### src/rtl/gcd_pkg.sv
// gcd_pkg: shared types and defaults for the GCD requester
package gcd_pkg;
  localparam int GCD_WIDTH = 16;
  typedef enum logic [2:0] {IDLE, LOAD_A, LOAD_B, WAIT, CLEAR, OUT} req_state_t;
endpackage

### src/rtl/gcd_req_fifo.sv
// gcd_req_fifo: synchronous operand-pair FIFO with full/empty flags
module gcd_req_fifo #(
  parameter int W = 32,
  parameter int DEPTH = 4
) (
  input  logic         clk,
  input  logic         rst,
  input  logic         push,
  input  logic [W-1:0] push_data,
  input  logic         pop,
  output logic [W-1:0] pop_data,
  output logic         full,
  output logic         empty
);
  localparam int AW = $clog2(DEPTH);
  logic [W-1:0] mem [DEPTH];
  logic [AW:0] wr_ptr, rd_ptr;
  assign empty = wr_ptr == rd_ptr;
  assign full = wr_ptr[AW] != rd_ptr[AW] && wr_ptr[AW-1:0] == rd_ptr[AW-1:0];
  assign pop_data = mem[rd_ptr[AW-1:0]];
  always_ff @(posedge clk) begin
    if (rst) begin
      wr_ptr <= '0;
      rd_ptr <= '0;
    end else begin
      if (push && !full) wr_ptr <= wr_ptr + 1'b1;
      if (pop && !empty) rd_ptr <= rd_ptr + 1'b1;
    end
  end
  always_ff @(posedge clk) if (push && !full) mem[wr_ptr[AW-1:0]] <= push_data;
endmodule

### src/rtl/gcd_requester.sv
// gcd_requester: feeds queued operand pairs to the GCD engine and returns results in order; watchdog with GCD_REQ_TIMEOUT_EN
module gcd_requester import gcd_pkg::*; #(
  parameter int WIDTH = GCD_WIDTH,
  parameter int DEPTH = 4,
  parameter int TIMEOUT = 1024
) (
  input  logic             clk,
  input  logic             rst,
  input  logic             in_valid,
  output logic             in_ready,
  input  logic [WIDTH-1:0] in_a,
  input  logic [WIDTH-1:0] in_b,
  output logic             out_valid,
  input  logic             out_ready,
  output logic [WIDTH-1:0] out_gcd,
  output logic             out_err,
  output logic             eng_start,
  output logic [WIDTH-1:0] eng_data,
  output logic             eng_clr,
  input  logic             eng_done,
  input  logic [WIDTH-1:0] eng_result,
  output logic             busy
);
  req_state_t state, state_d;
  logic [2*WIDTH-1:0] head;
  logic [WIDTH-1:0] head_a, head_b, b_q, b_d, gcd_d, data_d;
  logic full, empty, pop, rdy_en;
  assign {head_a, head_b} = head;
  assign in_ready = rdy_en && !full;
  assign busy = state != IDLE || !empty;
  assign pop = state == IDLE && !empty;
  gcd_req_fifo #(.W(2*WIDTH), .DEPTH(DEPTH)) u_fifo (
    .clk(clk),
    .rst(rst),
    .push(in_valid && in_ready),
    .push_data({in_a, in_b}),
    .pop(pop),
    .pop_data(head),
    .full(full),
    .empty(empty)
  );
`ifdef GCD_REQ_TIMEOUT_EN
  localparam int TW = $clog2(TIMEOUT + 1);
  logic [TW-1:0] timer, timer_d;
  logic err_d;
  always_ff @(posedge clk) begin
    if (rst) begin
      timer <= '0;
      out_err <= 1'b0;
    end else begin
      timer <= timer_d;
      out_err <= err_d;
    end
  end
`else
  assign out_err = 1'b0;
`endif
  always_comb begin
    state_d = state;
    b_d = b_q;
    gcd_d = out_gcd;
`ifdef GCD_REQ_TIMEOUT_EN
    err_d = out_err;
    timer_d = '0;
`endif
    case (state)
      IDLE:
        if (!empty) begin
          b_d = head_b;
          // a zero operand would never let the engine finish, so answer directly
          if (head_a == '0 || head_b == '0) begin
            gcd_d = head_a | head_b;
            state_d = OUT;
          end else state_d = LOAD_A;
        end
      LOAD_A: state_d = LOAD_B;
      LOAD_B: state_d = WAIT;
      WAIT:
        if (eng_done) begin
          gcd_d = eng_result;
          state_d = CLEAR;
        end
`ifdef GCD_REQ_TIMEOUT_EN
        else if (timer == TW'(TIMEOUT - 1)) begin
          gcd_d = '0;
          err_d = 1'b1;
          state_d = CLEAR;
        end else timer_d = timer + 1'b1;
`endif
      CLEAR: state_d = OUT;
      OUT:
        if (out_ready) begin
          state_d = IDLE;
`ifdef GCD_REQ_TIMEOUT_EN
          err_d = 1'b0;
`endif
        end
      default: state_d = IDLE;
    endcase
    data_d = state_d == LOAD_A ? head_a : state_d == LOAD_B ? b_q : '0;
  end
  always_ff @(posedge clk) begin
    if (rst) begin
      state <= IDLE;
      b_q <= '0;
      out_gcd <= '0;
      out_valid <= 1'b0;
      eng_start <= 1'b0;
      eng_data <= '0;
      eng_clr <= 1'b1;
      rdy_en <= 1'b0;
    end else begin
      state <= state_d;
      b_q <= b_d;
      out_gcd <= gcd_d;
      out_valid <= state_d == OUT;
      eng_start <= state_d == LOAD_A;
      eng_data <= data_d;
      eng_clr <= state_d == CLEAR;
      rdy_en <= 1'b1;
    end
  end
endmodule

### config.mk
export PLATFORM = sky130hd
export DESIGN_NAME = gcd_requester
export DESIGN_NICKNAME = d
export VERILOG_FILES = /design/src/rtl/gcd_pkg.sv /design/src/rtl/gcd_req_fifo.sv /design/src/rtl/gcd_requester.sv
export SDC_FILE = /design/constraint.sdc
export NUM_CORES = 1
export LEC_CHECK = 0
export CORE_ASPECT_RATIO = 2
export CORE_UTILIZATION = 40
export CTS_BUF_LIST = sky130_fd_sc_hd__clkbuf_8
export DETAILED_ROUTE_END_ITERATION = 10
export HOLD_SLACK_MARGIN = 0.06
export PLACE_DENSITY_LB_ADDON = 0.05
export SLEW_MARGIN = 0
export SYNTH_ARGS = -nofsm -noshare
export SYNTH_HDL_FRONTEND = slang
export SYNTH_SLANG_ARGS = --single-unit
### constraint.sdc
create_clock -name clk -period 3.4 [get_ports clk]
set_input_delay 0.68 -clock clk [delete_from_list [all_inputs] [get_ports clk]]
set_output_delay 0.68 -clock clk [all_outputs]
set_load 0.02 [all_outputs]
# --- After elaboration in Yosys (flattened, before gate mapping) ---
# Memory sizes are Yosys's and may differ from the RTL's. A register that Yosys moved wholly into a read port is not among the register bits.
# Index checks and enable logic that the tools add are counted.
classes:
  mux: 16
  n_reduce_logical: 17
  n_eq_ne: 15
  addsub: 2
  bitwise: 2
ops:
  columns: ["cell", "count"]
  rows:
  - ["$mux W16", 5]
  - ["$logic_not A16 Y1", 2]
  - ["$pmux W16 S2", 1]
  - ["$pmux W3 S6", 1]
  - ["$or A16 B16 Y16", 1]
  - ["$eq A3 B3 Y1 const B", 4]
  - ["$mux W3", 4]
  - ["$eq A3 B2 Y1 const B", 3]
  - ["$add A3 B1 Y3 const B", 2]
  - ["$eq A3 B1 Y1 const B", 2]
  - ["$logic_and A1 B1 Y1", 6]
  - ["$mux W2", 2]
  - ["$ne A2 B2 Y1 const B", 2]
  - ["$reduce_and A4 Y1", 1]
  - ["$eq A3 B3 Y1", 1]
  - ["$logic_not A3 Y1", 1]
  - ["$mux W1", 3]
  - ["$reduce_bool A3 Y1", 1]
  - ["$eq A2 B2 Y1", 1]
  - ["$logic_not A1 Y1", 2]
  - ["$logic_or A1 B1 Y1", 2]
  - ["$ne A2 B1 Y1 const B", 1]
  - ["$reduce_and A2 Y1", 1]
  - ["$reduce_bool A2 Y1", 1]
  - ["other kinds (2)", 2]
totals:
  ramBits: 128
  register_bits: 61
  out_inout_bits: 38
  elab_cells: 63
  memories: 1
  in_bits: 53
mem_list:
  columns: ["memory", "depth", "width", "rd", "rd_clocked_by_memory_dff", "write_ports", "line", "text"]
  rows:
  - ["u_fifo.mem", 4, 32, 1, 1, 1, "gcd_req_fifo.sv:16", "logic [W-1:0] mem [DEPTH];"]

# --- Longest topological paths before layout ---
# Gate-level depths: netlist of run 1.
logic_depth:
  word_depth: 8
  mapped_depth: 9
  depth_no_buf: 5

# --- Modules after synthesis ---
# From an unflattened synthesis of run 1, not the netlist that was laid out.
unflattened:
  hier_cells: 553
  hier_area_um2: 7937.6
modules_own_cells:
  columns: ["module", "seq_area_each_um2", "cells_per_inst", "n_inst", "area_each_um2"]
  rows:
  - ["gcd_req_fifo", 4003.8, 235, 1, 5177.5]
  - ["gcd_requester", 1101.1, 318, 1, 2760.1]

# --- Least setup slack after synthesis of run 1 ---
# Ideal clock, no wire load.
synth_path:
  path_kind: "register to register"
  start: "register (tool-made name)"
  end: "register out_gcd[15]"
  slack_ns: 0.953
  required_ns: 3.277
  arrival_time_ns: 2.324
  setup_ns: 0.123
  path_buffers: 3
  synth_period_minus_slack_ns: 2.447
  path_stages_with_launch: 9
  cell_sequence: "dfxtp_1 -> buf_6 -> buf_6 -> mux4_2 -> nor4_1 -> nand4_1 -> nand2_2 -> buf_4 -> mux2_1"
synth_lines:
  columns: ["element", "line", "text"]
  rows:
  - ["end signal, assigned", "gcd_requester.sv:115", "out_gcd <= gcd_d;"]
  - ["end, declared", "gcd_requester.sv:15", "output logic [WIDTH-1:0] out_gcd,"]

==> results of run 1 <==
[registers in the layout (all words and copies together) (netlist names), named ones only]
signal	flops
eng_data	16
out_gcd	16
eng_start	1
eng_clr	1
rdy_en	1
out_valid	1
u_fifo.rd_ptr	3
u_fifo.mem	128
b_q	16
u_fifo.wr_ptr	3
state	3
[final timing paths]
kind	endpoint	cells past startpoint	start
max	eng_data[10]$_SDFF_PP0_	6	register
min	b_q[5]$_SDFFE_PP0P_	2	b_q[5]$_SDFFE_PP0P_
max reg2reg	eng_data[10]$_SDFF_PP0_	6	register
min reg2reg	b_q[5]$_SDFFE_PP0P_	2	b_q[5]$_SDFFE_PP0P_
[cells in the mapped netlist (all sizes together)]
cell type	number	area [sq um]
a21oi	48	240
a221o	5	50.1
a22o	1	8.76
a31oi	17	106
a32o	16	160
and2	3	18.8
and3	20	125
and3b	1	8.76
buf	11	90.1
clkbuf	22	82.6
conb	1	3.75
dfxtp	63	1260
edfxtp	128	3840
ha	5	62.6
inv	3	11.3
mux2	12	135
mux2i	1	10.0
mux4	32	721
nand2	44	168
nand3	1	5.00
nand3b	1	7.51
nand4	2	12.5
nor2	17	63.8
nor3	4	20.0
nor4	8	50.1
nor4b	1	8.76
o21ai	16	80.1
o31a	2	17.5
o31ai	5	37.5
xnor2	3	26.3
xor2	5	43.8
[per-stage QoR]
step	utilization	worst slack [ns]	hold WS, ns
after detailed placement	0.472	0.424	0.454
after CTS	0.493	0.400	0.467
after floorplan	-	0.953	0.436
final	0.493	0.382	0.464
after global placement	0.472	0.454	0.442
after global routing	0.493	0.286	0.489
[area by class of cell]
type	instances	area (sq um)	area share
inverters	3	11.3	0.00125
well taps	216	270	0.0299
flip-flops and latches	191	5110	0.566
repair buffers	106	1040	0.115
clock buffers	17	234	0.0259
multi-input cells	271	2210	0.245
clock inverters	15	158	0.0175
[where the power goes]
part           total, mW  switching (mW)  internal (mW)
registers           2.79           0.113           2.68
logic               1.52           0.871          0.645
clock network       1.47           0.805          0.663
total               5.77            1.79           3.99
[critical path, delay by kind of cell, from the launching register on]
kind / cells / cell delay (ns)
AO/OA/AOI/OAI: 1 / 0.38
flip-flops: 1 / 0.36
multiplexers: 1 / 0.55
AND/OR/NAND/NOR: 3 / 1.39
buffers and inverters: 1 / 0.21
[cell families after synthesis]
logic type                 after synthesis  synth area share
other                                    1          0.000501
xor gates and xnor gates                 8           0.00937
and+or+nand+nor                        102            0.0652
DFF                                    191             0.683
adders and majority gates                5           0.00836
AOI/OAI and AO/OA                      110            0.0937
muxes                                   45             0.116
buffers and inverters                   36            0.0246
[routing by layer]
metal | GRT usage | part of all wire | vias up
li1 | - | - | 2133
met1 | 0.211 | 0.39 | 2234
met4 | 0.0763 | 0.023 | 0
met3 | 0.0397 | 0.042 | 23
met2 | 0.344 | 0.55 | 144
met5 | 0 | 0 | -
==> key figures, run 1 <==
Run status
  • Status: complete, no violations

Drt
  • Vias per cell: 5.54
  • DRT Wirelength: 17000 um
  • Routed Antenna Nets: 0
  • DRT Pass-1 Iters: 5
  • WL/cell: 20.7 um
  • 1st-iter DRT viols: 195
  • Drt drc: 0
  • Via count: 4534

Worst setup path
  • Worst-path cell chain: buf_12 -> mux4_2 -> nor4_1 -> nand4_1 -> and2_1 -> a32o_1
  • Crit-path max FO: 21
  • Worst path arrival time: 3.37 ns
  • CP max stage cell: mux4_2
  • CP startpoint kind: register
  • Setup Crit Path Kind: reg -> reg
  • CP endpoint kind: register
  • Max incr delay on CP: 0.55 ns
  • R2r setup slk: 0.38 ns
  • Crit path required time: 3.75 ns

Clock tree
  • Number of H-tree levels: 4
  • TritonCTS clock tree: yes
  • Num CTS Buffers: 17
  • Root Driver: clkbuf_8
  • Clock-pin slew on the worst setup and hold paths: 0.09 ns
  • Clock sinks: 191
  • CTS resizes: 0
  • CTS hold repair buffers: 0
  • Clock Latency Late Sink: 0.46 ns
  • Maximum clock path buffer count: 2
  • Post-CTS Setup Bufs: 0

STA
  • Slew headroom: 0.175
  • Setup TNS Final: 0 ns
  • Final hold vios: 0
  • Skew final: 0.0109 ns
  • F_max: 331 MHz
  • Least-Margin Pin Slew: 1.24 ns
  • Final period util: 0.888
  • Fin. max-slew vios: 0
  • Final setup fails: 0
  • RSZ-0062 raised after global routing: false
  • Clock period minus worst slack: 3.02 ns

Cells and area
  • Commonest non-fill, non-tap cell in the layout: edfxtp_1
  • Synthesis-to-layout area growth: 20.7%
  • Fin cells: 819
  • Share of post-route cells with drive strength above 1: 0.139
  • Nets@finish: 648
  • Finished Cell Area: 0.00903 sq mm
  • Most frequent cells in the layout: edfxtp_1, clkdlybuf4s50_1, dfxtp_1
  • # diodes: 0
  • Fill cells: 1571

Job
  • Max-cap violations: 0

Logic synthesis
  • Share of the yosys chip area belonging to registers: 0.683
  • Post-synth cell types: 34
  • Ys Warns: 0
  • #FFs+latches synth: 191
  • Synthesized area: 0.00748 sq mm
  • Post-Synthesis Net Count: 556
  • Post-Synthesis Cells: 498
  • Synthesized area per cell: 15.0 sq um

Placed design
  • Area post-placement: 0.00864 sq mm
  • DP HPWL: 11500 um
  • GP Congestion: 0.757
  • Cells after DPL: 787
  • Port Buf Inserts: 89

Pwr
  • PD cells: 640 mW/mm^2
  • Pwr Total: 5.77 mW
  • Max VDD drop: 0.347 mV
  • Leakage: 3.02 nW

GRT
  • Total track usage: 0.188
  • First-pass GRT wire length: 26800 um
  • Vias in the first global route: 4766
  • Largest net degree at the start of global routing: 48
  • GRT overflow: 0
  • Initial antenna violation count: 0

Floorplan
  • Die area: 0.0193 sq mm
  • Core Footprint: 0.0183 sq mm
  • IO Pins: 91
  • Die Wd: 98.7 um
  • Initial Util: 0.409
  • Die Y: 195 um
  • Row cnt: 70

Hold path
  • Worst hold path class: reg -> reg
Power figures use the tool's default switching activity.
==> run 2, diff against run 1 <==
DONT_BUFFER_PORTS = 1   (was not set)
clock period = 3.2 ns   (was 3.4 ns; I/O delays follow)
==> key figures, run 2 (synthesis results as in run 1) <==
Cells and area
  • Synthesis-to-layout area growth: 8.48%
  • Share of post-route cells with drive strength above 1: 0.160 (+0.0205)
  • Finished Cell Area: 0.00811 sq mm (-10%)
  • Max reg flops: 128 (unchanged)
  • Fill cells: 1625 (+3.4%)
  • Most frequent cells in the layout: edfxtp_1, dfxtp_1, a21oi_1
  • Commonest non-fill, non-tap cell in the layout: edfxtp_1
  • Area of the multi-input gates: 0.00221 sq mm (unchanged)
  • Nets@finish: 558 (-14%)
  • Sequential Area: 0.00511 sq mm (unchanged)
  • # diodes: 0 (unchanged)
  • Final core utilization: 0.443 (-0.0500)

Hold path
  • Worst hold path class: in -> reg
  • Hold Path End: b_q[11]$_SDFFE_PP0P_
  • Min-delay src: rst
  • Hold Path Stages: 1 (-1)

Pwr
  • Net Sw Frac: 0.319 (+0.00954)
  • Pwr Total: 5.80 mW (+0.46%)
  • Clock power share: 0.259 (+0.005)
  • Comb power frac: 0.213 (-0.050)
  • Internal power: 3.95 mW (-0.93%)
  • Max VDD drop: 0.356 mV (+2.7%)
  • Reg power frac: 0.528 (+0.045)
  • Leakage: 2.67 nW (-11%)
  • PD cells: 715 mW/mm^2 (+12%)
  • Net load switching power: 1.85 mW (+3.6%)

Clock tree
  • TritonCTS clock tree: yes
  • CTS hold repair buffers: 0 (unchanged)
  • Number of H-tree levels: 4 (unchanged)
  • Root Driver: clkbuf_8
  • Num CTS Buffers: 17 (unchanged)
  • Clock Latency Late Sink: 0.46 ns (about the same)
  • Maximum clock path buffer count: 2 (unchanged)
  • Clock sinks: 191 (unchanged)
  • Clock-pin slew on the worst setup and hold paths: 0.10 ns (about the same)
  • CTS resizes: 0 (unchanged)
  • Post-CTS Setup Bufs: 0 (unchanged)

STA
  • Clock period minus worst slack: 2.80 ns (-0.217 ns)
  • F_max: 357 MHz (+7.7%)
  • Min Hold Slack: 0.258 ns (-0.206 ns)
  • RSZ-0062 raised after global routing: false
  • Setup TNS Final: 0 ns (unchanged)
  • Skew final: 0.0201 ns (+0.00926 ns)
  • Slew headroom: 0.523 (+0.348)
  • Final period util: 0.875 (-0.0123)
  • Fin. max-slew vios: 0 (unchanged)
  • Final hold vios: 0 (unchanged)
  • Least-Margin Pin Slew: 0.715 ns (-0.522 ns)
  • Final setup fails: 0 (unchanged)

Worst setup path
  • Reg2reg path depth: 6 (unchanged)
  • CP endpoint kind: register
  • Crit path required time: 3.55 ns (-0.20 ns)
  • CP startpoint kind: register
  • R2r setup slk: 0.40 ns (+0.02 ns)
  • Crit-path max FO: 32 (+52%)
  • Reg2reg end: eng_data[5]$_SDFF_PP0_
  • Setup Crit Path Kind: reg -> reg
  • Worst path arrival time: 3.15 ns (-0.22 ns)

Run status
  • Status: complete, no violations

Floorplan
  • Die Wd: 98.7 um (unchanged)
  • Die Y: 195 um (unchanged)
  • Core Footprint: 0.0183 sq mm (unchanged)
  • Initial Util: 0.409 (unchanged)
  • Row cnt: 70 (unchanged)
  • Die area: 0.0193 sq mm (unchanged)
  • IO Pins: 91 (unchanged)

Placed design
  • DP HPWL: 11100 um (-3.6%)
  • GP Congestion: 0.719 (-5.1%)
  • Port Buf Inserts: 0 (-100%)
  • Area post-placement: 0.00774 sq mm (-10%)

Drt
  • Via count: 4194 (-7.5%)
  • Drt drc: 0 (unchanged)
  • 1st-iter DRT viols: 168 (-14%)
  • DRT Pass-1 Iters: 4 (-1)
  • DRT Wirelength: 16900 um (-0.55%)
  • Routed Antenna Nets: 0 (unchanged)
  • Vias per cell: 5.75 (+3.9%)
  • WL/cell: 23.1 um (+12%)

Job
  • Max-cap violations: 0 (unchanged)

GRT
  • Largest net degree at the start of global routing: 62 (+29%)
  • Initial antenna violation count: 0 (unchanged)
  • GRT overflow: 0 (unchanged)
  • Vias in the first global route: 4370 (-8.3%)
  • Total track usage: 0.184 (-0.00399)
  • First-pass GRT wire length: 25900 um (-3.2%)
[run 2: area by class of cell]
type / instances / area share
clock buffers: 17 / 0.0288
clock inverters: 15 / 0.0168
inverters: 3 / 0.00139
multi-input cells: 271 / 0.272
flip-flops and latches: 191 / 0.629
well taps: 216 / 0.0333
repair buffers: 16 / 0.0179
[run 2: how the worst max path moves through the flow]
stage,to,slack [ns],depth (start not counted)
final,eng_data[5]$_SDFF_PP0_,0.40,6
after global placement,out_gcd[5]$_SDFFE_PP0P_,0.31,7
after detailed placement,eng_data[5]$_SDFF_PP0_,0.30,6
after floorplan,out_gcd[15]$_SDFFE_PP0P_,0.75,8
after global routing,out_gcd[3]$_SDFFE_PP0P_,0.18,8
after CTS,eng_data[5]$_SDFF_PP0_,0.30,6
[run 2: layer usage]
layer	track usage	vias up	part of all wire	wire length, um
li1	-	1946	-	-
met1	0.211	2120	0.40	6730
met2	0.328	122	0.55	9250
met3	0.0465	6	0.044	744
met4	0.0691	0	0.0092	155
met5	0	-	0	0
[run 2: power groups by stage]
stage          sequential (mW)  combinational [mW]  clock [mW]
6_report                  3.06                1.24        1.50
4_1_cts                   3.07                1.26        1.56
3_3_place_gp              3.12                1.25           0
3_5_place_dp              3.13                1.26           0
2_1_floorplan             3.06               0.908           0
5_1_grt                   3.09                1.36        1.64
[run 2: critical path: stages, from the launching register on]
cell     delay [ns]
dfxtp_2        0.35
buf_12         0.27
mux4_2         0.61
nor4_1         0.43
nand4_1        0.24
and2_1         0.44
a32o_1         0.37
[run 2: through the flow]
step	cells	worst slack (ns)
3_3_place_gp	697	0.314
6_report	729	0.399
4_1_cts	729	0.297
2_1_floorplan	498	0.753
5_1_grt	729	0.184
3_5_place_dp	697	0.302
==> run 3, diff against run 2 <==
ABC_AREA = 1   (was not set)
==> key figures, run 3 <==
Run status
  • Status: complete, no violations

Drt
  • DRT Wirelength: 18600 um (+10%)
  • Routed Antenna Nets: 0 (unchanged)
  • 1st-iter DRT viols: 286 (+70%)
  • Via count: 5184 (+24%)
  • WL/cell: 17.9 um (-23%)
  • Vias per cell: 5.00 (-13%)
  • DRT Pass-1 Iters: 7 (+3)
  • Drt drc: 0 (unchanged)

Worst setup path
  • Reg2reg end: out_gcd[2]$_SDFFE_PP0P_
  • Crit path required time: 3.56 ns (about the same)
  • Worst path arrival time: 2.73 ns (-0.42 ns)
  • Crit-path max FO: 32 (unchanged)
  • CP endpoint kind: register
  • Reg2reg path depth: 12 (+6)
  • CP startpoint kind: register
  • R2r setup slk: 0.84 ns (+0.44 ns)
  • Setup Crit Path Kind: reg -> reg

Logic synthesis
  • Post-Synthesis Net Count: 835 (+50%)
  • Yosys top cell by area: edfxtp_1
  • Synthesized area: 0.00783 sq mm (+4.7%)
  • Top-count cell post-synth: nand2_1
  • Async SR Flop Fraction: 0 (unchanged)
  • Post-synth EDFFs: 128 (unchanged)
  • Share of the synthesized area in the top cell type: 0.491 (-0.0231)
  • Synthesized area per cell: 10.1 sq um (-33%)
  • Post-synth cell types: 29 (-15%)
  • Ys Warns: 0 (unchanged)
  • Top cells by count, synth: nand2_1, edfxtp_1, nand3_1, dfxtp_1, inv_1
  • #FFs+latches synth: 191 (unchanged)
  • Ys flop type: edfxtp_1
  • Post-Synthesis Cells: 777 (+56%)
  • Top cells by area, synth: edfxtp_1, dfxtp_1, nand2_1, nand3_1, inv_1
  • Share of the yosys chip area belonging to registers: 0.652 (-0.0306)

Clock tree
  • Clock Latency Late Sink: 0.46 ns (about the same)
  • Number of H-tree levels: 4 (unchanged)
  • CTS resizes: 0 (unchanged)
  • Root Driver: clkbuf_8
  • Clock-pin slew on the worst setup and hold paths: 0.10 ns (about the same)
  • Post-CTS Setup Bufs: 0 (unchanged)
  • Num CTS Buffers: 17 (unchanged)
  • Clock sinks: 191 (unchanged)
  • TritonCTS clock tree: yes
  • CTS hold repair buffers: 0 (unchanged)
  • Maximum clock path buffer count: 2 (unchanged)

STA
  • Setup TNS Final: 0 ns (unchanged)
  • RSZ-0062 raised after global routing: false
  • Least-Margin Pin Slew: 0.581 ns (-0.134 ns)
  • F_max: 423 MHz (+18%)
  • Final hold vios: 0 (unchanged)
  • Setup ws final: 0.836 ns (+0.437 ns)
  • Slew headroom: 0.610 (+0.0868)
  • Clock period minus worst slack: 2.36 ns (-0.437 ns)
  • Final setup fails: 0 (unchanged)
  • Final period util: 0.739 (-0.137)
  • Skew final: 0.0137 ns (-0.00646 ns)
  • Fin. max-slew vios: 0 (unchanged)

Cells and area
  • Commonest non-fill, non-tap cell in the layout: nand2_1
  • Nets@finish: 823 (+47%)
  • Max reg flops: 128 (unchanged)
  • Most frequent cells in the layout: nand2_1, edfxtp_1, nand3_1
  • # diodes: 0 (unchanged)
  • Synthesis-to-layout area growth: 7.67%
  • Fin cells: 1036 (+42%)
  • Finished Cell Area: 0.00843 sq mm (+3.9%)
  • Share of post-route cells with drive strength above 1: 0.0991 (-0.0607)

GRT
  • Vias in the first global route: 4957 (+13%)
  • Initial antenna violation count: 0 (unchanged)
  • GRT overflow: 0 (unchanged)
  • Largest net degree at the start of global routing: 65 (+4.8%)
  • First-pass GRT wire length: 28000 um (+7.9%)
  • Total track usage: 0.192 (+0.00806)

Placed design
  • Port Buf Inserts: 0 (unchanged)
  • DP HPWL: 12400 um (+11%)
  • DP Worst Slack: 0.815 ns (+0.513 ns)
  • Cells after DPL: 1005 (+44%)
  • Area post-placement: 0.00801 sq mm (+3.4%)
  • GP Congestion: 0.812 (+13%)

Hold path
  • Hold Path Stages: 1 (unchanged)
  • Hold Path End: state[1]$_SDFF_PP0_
  • Worst hold path class: in -> reg
  • Min-delay src: rst

Floorplan
  • Die Y: 200 um (+2.3%)
  • Initial Util: 0.406 (-0.00239)
  • Die area: 0.0202 sq mm (+4.6%)
  • IO Pins: 91 (unchanged)
  • Core Footprint: 0.0193 sq mm (+5.3%)
  • Die Wd: 101 um (+2.3%)
  • Row cnt: 72 (+2.9%)

Pwr
  • Pwr Total: 6.77 mW (+17%)
  • Max VDD drop: 0.390 mV (+9.5%)
  • PD cells: 803 mW/mm^2 (+12%)
  • Leakage: 3.35 nW (+25%)

Job
  • Max-cap violations: 0 (unchanged)
-- run 3: changes by cell type after synthesis, moves of 18 or more --
cell     change
mux4_2      -32
nand4_1     +18
inv_1       +50
nand3_1     +94
a21oi_1     -18
nand2_1    +177
and3_1      -20
nor2_1      +25
-- run 3: worst max-delay path, cell delays in order, from the launching register on --
cell and delay [ns]:
dfxtp_1 0.36, buf_4 0.40, nand3_1 0.28, nand2_1 0.21, nand2_1 0.07, inv_1 0.05
nand2_1 0.04, nor2_1 0.11, nand2_2 0.09, nand3_4 0.17, nand2_4 0.20, nor2_1 0.22
nor2_2 0.06
-- run 3: per-layer routing --
layer,global-route usage,vias to the layer above,part of all wire
li1,-,2568,-
met1,0.214,2460,0.39
met2,0.352,132,0.54
met3,0.0397,24,0.050
met4,0.0811,0,0.024
met5,0,-,0
-- run 3: logic make-up after synthesis --
logic type,Yosys count,share of synthesized area
other,1,0.000479
buffers and inverters,101,0.0625
AND/OR/NAND/NOR,406,0.227
AO/OA/AOI/OAI,71,0.0476
adder cells (fa/ha/maj),5,0.00799
flip-flops,191,0.652
XOR/XNOR,2,0.00224
-- run 3: layout make-up --
type                            instances  area, sq um
Multi-Input combinational cell        485         2250
Clock inverter                         14          190
Sequential cell                       191         5110
Tap cell                              259          324
Timing Repair Buffer                   11          108
Fill cell                            1886        10800
Clock buffer                           17          234
Inverter                               59          223
-- run 3: through the flow --
step            util  hold slack, ns
2_1_floorplan      -           0.446
3_3_place_gp   0.415           0.463
3_5_place_dp   0.415           0.465
4_1_cts        0.437           0.211
5_1_grt        0.437           0.206
6_report       0.437           0.240
-- run 3: how the worst max path moves through the flow --
stage,to,slack [ns],startpoint,depth (start not counted)
6_report,out_gcd[2]$_SDFFE_PP0P_,0.84,register,12
5_1_grt,out_gcd[2]$_SDFFE_PP0P_,0.62,register,12
4_1_cts,out_gcd[10]$_SDFFE_PP0P_,0.80,register,13
3_5_place_dp,out_gcd[10]$_SDFFE_PP0P_,0.81,register,13
3_3_place_gp,out_gcd[2]$_SDFFE_PP0P_,0.83,register,12
2_1_floorplan,u_fifo.mem[3][0]$_DFFE_PP_,0.32,u_fifo.rd_ptr[0]$_SDFFE_PP0P_,7
-- run 3: where the power goes --
part           internal [mW]  switching (mW)
registers               2.91           0.291
logic                  0.499            1.38
clock network          0.847           0.841
total                   4.26            2.52
==> edit 1: new RTL, config.mk and constraints of run 3 <==
`DEPTH` is set to 4 in 2 places; all go to 16.
--- a/src/rtl/gcd_req_fifo.sv
+++ b/src/rtl/gcd_req_fifo.sv
@@ -3,3 +3,3 @@
   parameter int W = 32,
-  parameter int DEPTH = 4
+  parameter int DEPTH = 16
 ) (
--- a/src/rtl/gcd_requester.sv
+++ b/src/rtl/gcd_requester.sv
@@ -3,3 +3,3 @@
   parameter int WIDTH = GCD_WIDTH,
-  parameter int DEPTH = 4,
+  parameter int DEPTH = 16,
   parameter int TIMEOUT = 1024
Function: same outputs for any inputs over 4 cycles, from zero or initial values and one cycle with rst high; that may be too few to reach the edited logic, so the function may still have changed.
==> edit 1 against run 3 <==
  * Area after synthesis increased to 3.1 times the old value
  * Power increased to 3.1 times the old value
  * Worst setup slack got worse by 450 ps
  * Design area increased to 3.3 times the old value
  * Sequential cell count increased by 390
  * Count of clock-buffer cells in the layout increased by 76
  * Critical path depth increased by 7
  * Combinational power increased to 3.4 times the old value
  * Routed wire length increased to 3.8 times the old value
  * Critical endpoint is now out_gcd[9]
==> edit 1: results (changes against run 3) <==
Outcome - completed
Met2 GRT Util - 42.95% (+7.8 points)
Pre-CTS setup slack - 367.3 ps (-447.4 ps)
Met3 WL post-DR - 2.844 mm (+210%)
Nets - 2,443 (+200%)
Hold Slack - 191.0 ps (-49.31 ps)
Layout cells sized above 1 - 8.591% (-1.3 points)
Slowest stage cell, crit path - dfxtp_4
Num CTS Buffers - 86 (+69)
Total power - 20.86 mW (+210%)
Max rail drop VDD - 0.3030 mV (-22%)
Synth unique cells - 33 (+14%)
Final worst clock skew - 19.32 ps (+5.672 ps)
Count of plain and timing-repair buffers - 105 (+94)
Max reg flops - 512 (+300%)
Worst Path Arrival - 3370 ps (+640 ps)
Clock tree buffer depth - 3 (+1)
Sequential Power Share - 42.3% (-5.0 points)
Met2 WL - 37.22 mm (+270%)
Met3 usage - 3.553% (-0.42 points)
Sequential fraction of the synthesis area - 69.40% (+4.2 points)
CLK BUF - 93 (+76)
Post-synth EDFFs - 512 (+300%)
Largest net degree at the start of global routing - 81 (+25%)
Met1 GRT Util - 27.48% (+6.1 points)
Top post-synthesis cells by area - edfxtp_1 64%, nand2_1 11%, dfxtp_1 5.7%, nand3_1 5.5%, nor2_1 3.3%
Clk cell area share - 5.654% (+0.62 points)
Hold endpoint - rdy_en
Number of global-route vias before repair - 16,380 (+230%)
Routed vias/inst - 5.101 (+1.9%)
Fin area - 0.02753 sq mm (+230%)
Comb_multi_in - 1,398 (+190%)
Fill cell count - 5,705 (+200%)
Post-synth top cells - 720 x nand2_1, 512 x edfxtp_1, 265 x nand3_1, 211 x nor2_1, 205 x inv_1
Switching power - 7.668 mW (+200%)
H-tree depth - 3 (-1)
Tot GR Track Use - 23.48% (+4.2 points)
Cells after synthesis - 2,316 (+200%)
Initial antenna violation count - 7 (+7)
Hpwl dp - 39.47 mm (+220%)
Non-clock buffer share of cell area - 4.754% (+3.5 points)
Highest metal used - met5
GP Congestion - 0.8222 (+1.3%)
WL per Instance - 21.82 um (+22%)
Ant diodes - 3 (+3)
Cell Area, Placed - 0.02563 sq mm (+220%)
Multi-input combinational cell area - 0.006112 sq mm (+170%)
Final Non-Filler Cells - 3,233 (+210%)
R2R depth - 19 (+7)
Sequential Area - 0.01677 sq mm (+230%)
Inverters - 213 (+260%)
Leakage - 10.81 nW (+220%)
Placed cells - 3,038 (+200%)
Worst-Margin Slew - 1056 ps (+474.9 ps)
Clk slew on worst S/H paths - 60 ps (-40 ps)
Crit path max fanout - 34 (+6.3%)
FF+latch count - 581 (+200%)
CP max stage delay - 420 ps (+20 ps)
Crit Reg-Reg Endpoint - out_gcd[9]
[edit 1: changes by cell type after synthesis, sizes merged, moves of 13 or more]
cell	before	now
inv	56	211
o21ai	29	97
clkbuf	11	28
nand4	20	1
buf	31	96
o211ai	1	20
nor2	52	211
edfxtp	128	512
nand3	96	265
nand2	236	722
a21oi	30	43
[edit 1: what timing repair did]
item	4_1_cts	5_1_grt
endpoints found under the hold margin	515	0
gates resized for setup	0	0
setup endpoints to repair	0	0
hold buffers	33	0
[edit 1: kinds of logic after synthesis]
family	after synthesis	share of synthesized area, %
AOI/OAI and AO/OA	179	4.094
xor gates and xnor gates	3	0.1089
adders and majority gates	5	0.2591
buffers and inverters	337	5.799
DFF	581	69.40
other	1	0.01553
and+or+nand+nor	1210	20.32
[edit 1: worst max-delay path: cells and delay by family (launching register included)]
family | cells | cell delay (ps)
buf+inv | 4 | 1050
flops | 1 | 420
simple gates | 15 | 1210
==> edit 2: new RTL, settings of run 3 <==
Made on the original files. The 6 states of `req_state_t` get a one-hot encoding in 6 bits.
--- a/src/rtl/gcd_pkg.sv
+++ b/src/rtl/gcd_pkg.sv
@@ -3,3 +3,3 @@
   localparam int GCD_WIDTH = 16;
-  typedef enum logic [2:0] {IDLE, LOAD_A, LOAD_B, WAIT, CLEAR, OUT} req_state_t;
+  typedef enum logic [5:0] {IDLE = 6'b000001, LOAD_A = 6'b000010, LOAD_B = 6'b000100, WAIT = 6'b001000, CLEAR = 6'b010000, OUT = 6'b100000} req_state_t;
 endpackage
Formal check against the unedited RTL: same outputs for any inputs over 4 cycles, from zero or initial values and one cycle with rst high; so few cycles prove little.
==> edit 2 against run 3 <==
  * Combinational power increased by 60%
  * Routed wire length increased by 5.1%
  * Area after synthesis increased by 3.6%
  * Synthesized cell count increased by 4.6%
  * Die area rose by 3.5%
  * Power is 21% higher
  * Largest power group unchanged
  * Critical path depth rose by 1
  * Via count grew 4.3%
  * Design area rose by 2.7%
  * Worst setup slack got worse by 86 ps
  * Sequential cell count is 3 higher
==> edit 2: results (changes against run 3) <==
WL per Instance - 18.18 um (+1.5%)
H-tree depth - 4 (unchanged)
Count of plain and timing-repair buffers - 11 (unchanged)
Clock tree buffer depth - 2 (unchanged)
Detailed Routing Iterations Pass 1 - 5 (-2)
Tot GR Track Use - 19.93% (+0.69 points)
Post_cts resized - 0 (unchanged)
Post-synth EDFFs - 128 (unchanged)
Post-Syn Area - 0.008110 sq mm (+3.6%)
Clock root cell - clkbuf_8
Comb_multi_in - 509 (+4.9%)
Placed cells - 1,041 (+3.6%)
Avg Cell Area, Syn - 9.976 sq um (-1.0%)
Non-clock buffer share of cell area - 1.099% (-0.18 points)
GP Congestion - 0.8533 (+5.1%)
FF+latch count - 194 (+1.6%)
Layout cells sized above 1 - 8.015% (-1.9 points)
Inverters - 65 (+10%)
Routed vias/inst - 5.037 (+0.67%)
Fill cell count - 1,983 (+5.1%)
Pre-CTS setup slack - 733.7 ps (-81.06 ps)
Final Non-Filler Cells - 1,073 (+3.6%)
IO buf count - 0 (unchanged)
Ys Warns - 0 (unchanged)
Async SR Flop Fraction - 0% (unchanged)
Multi-input combinational cell area - 0.002395 sq mm (+6.6%)
Post-synth top cells - 213 x nand2_1, 128 x edfxtp_1, 100 x nand3_1, 73 x a21oi_1, 66 x dfxtp_1
Largest net degree at the start of global routing - 65 (unchanged)
Outcome - completed
Setup Buffers After CTS - 0 (unchanged)
Multi-input combinational area share - 27.67% (+1.0 points)
Sw frac - 43.02% (+5.9 points)
Final worst clock skew - 9.737 ps (-3.913 ps)
Synth unique cells - 34 (+17%)
Ant diodes - 0 (unchanged)
First-pass GRT wire length - 29.79 mm (+6.5%)
Sequential Area - 0.005166 sq mm (+1.2%)
Max reg flops - 128 (unchanged)
Initial DRC count - 206 (-28%)
Nets - 856 (+4.0%)
Sequential fraction of the synthesis area - 63.68% (-1.5 points)
Worst hold path class - input pin to flop
Initial antenna violation count - 0 (unchanged)
Hpwl dp - 13.37 mm (+8.0%)
Clk cell area share - 4.944% (-0.087 points)
Syn Nets - 871 (+4.3%)
Clk slew on worst S/H paths - 100 ps (about the same)
CLK BUF - 17 (unchanged)
Number of global-route vias before repair - 5,371 (+8.4%)
Top post-synthesis cells by area - edfxtp_1 47%, dfxtp_1 16%, nand2_1 9.9%, nand3_1 6.2%, a21oi_1 4.5%
Clock latency on the worst-skew pair - 490 ps (+30 ps)
CP max stage delay - 330 ps (-70 ps)
Crit path max fanout - 32 (unchanged)
Cell Area, Placed - 0.008228 sq mm (+2.7%)
Top_reg_cell synth - edfxtp_1
Worst slew margin - 46.97% (-14 points)
Slowest stage cell, crit path - dfxtp_1
Max rail drop VDD - 0.3712 mV (-4.9%)
Leakage - 3.389 nW (+1.3%)
## edit 2: cell count changes after synthesis, moves of 7 or more
cell and change:
a21oi_1 +43, nor2_2 -10, nor2_1 +12, nand2_2 -13, nand2_1 -7, a31oi_1 -10
## edit 2: power by group through the flow
stage          Clock (mW)  Combinational (mW)  Sequential [mW]
2_1_floorplan           0                2.42             3.45
3_3_place_gp            0                3.03             3.51
3_5_place_dp            0                3.06             3.52
4_1_cts              1.77                3.07             3.46
5_1_grt              1.85                3.40             3.50
6_report             1.71                3.01             3.45
## edit 2: cells by family after synthesis
family | count (synthesis) | synth area share, %
AND/OR/NAND/NOR | 399 | 21.77
flip-flops | 194 | 63.68
buffers and inverters | 110 | 6.911
AO/OA/AOI/OAI | 101 | 6.495
adder cells (fa/ha/maj) | 5 | 0.7714
XOR/XNOR | 3 | 0.3240
other | 1 | 0.04624
## edit 2: worst paths after layout
kind | end | startpoint | cells past startpoint | slack (ps)
max | out_gcd[3] | flop | 13 | 750
max reg2reg | out_gcd[3] | flop | 13 | 750
min | eng_start | rst | 1 | 210
min reg2reg | u_fifo.rd_ptr[2] | u_fifo.rd_ptr[2] | 1 | 480
## edit 2: worst max-delay path, delay by kind of cell, from the launching register on
| kind | cells | cell delay [ps] |
|---|---|---|
| and+or+nand+nor | 10 | 1350 |
| DFF | 1 | 330 |
| buffers and inverters | 3 | 660 |
## edit 2: metal layers
layer	routed length [um]	share of wire (%)	global-route usage (%)	vias up
li1	-	-	-	2702
met1	7057	36	20.29	2534
met2	10780	55	36.62	137
met3	1063	5.4	5.415	32
met4	608	3.1	8.929	0
met5	0	0	0	-
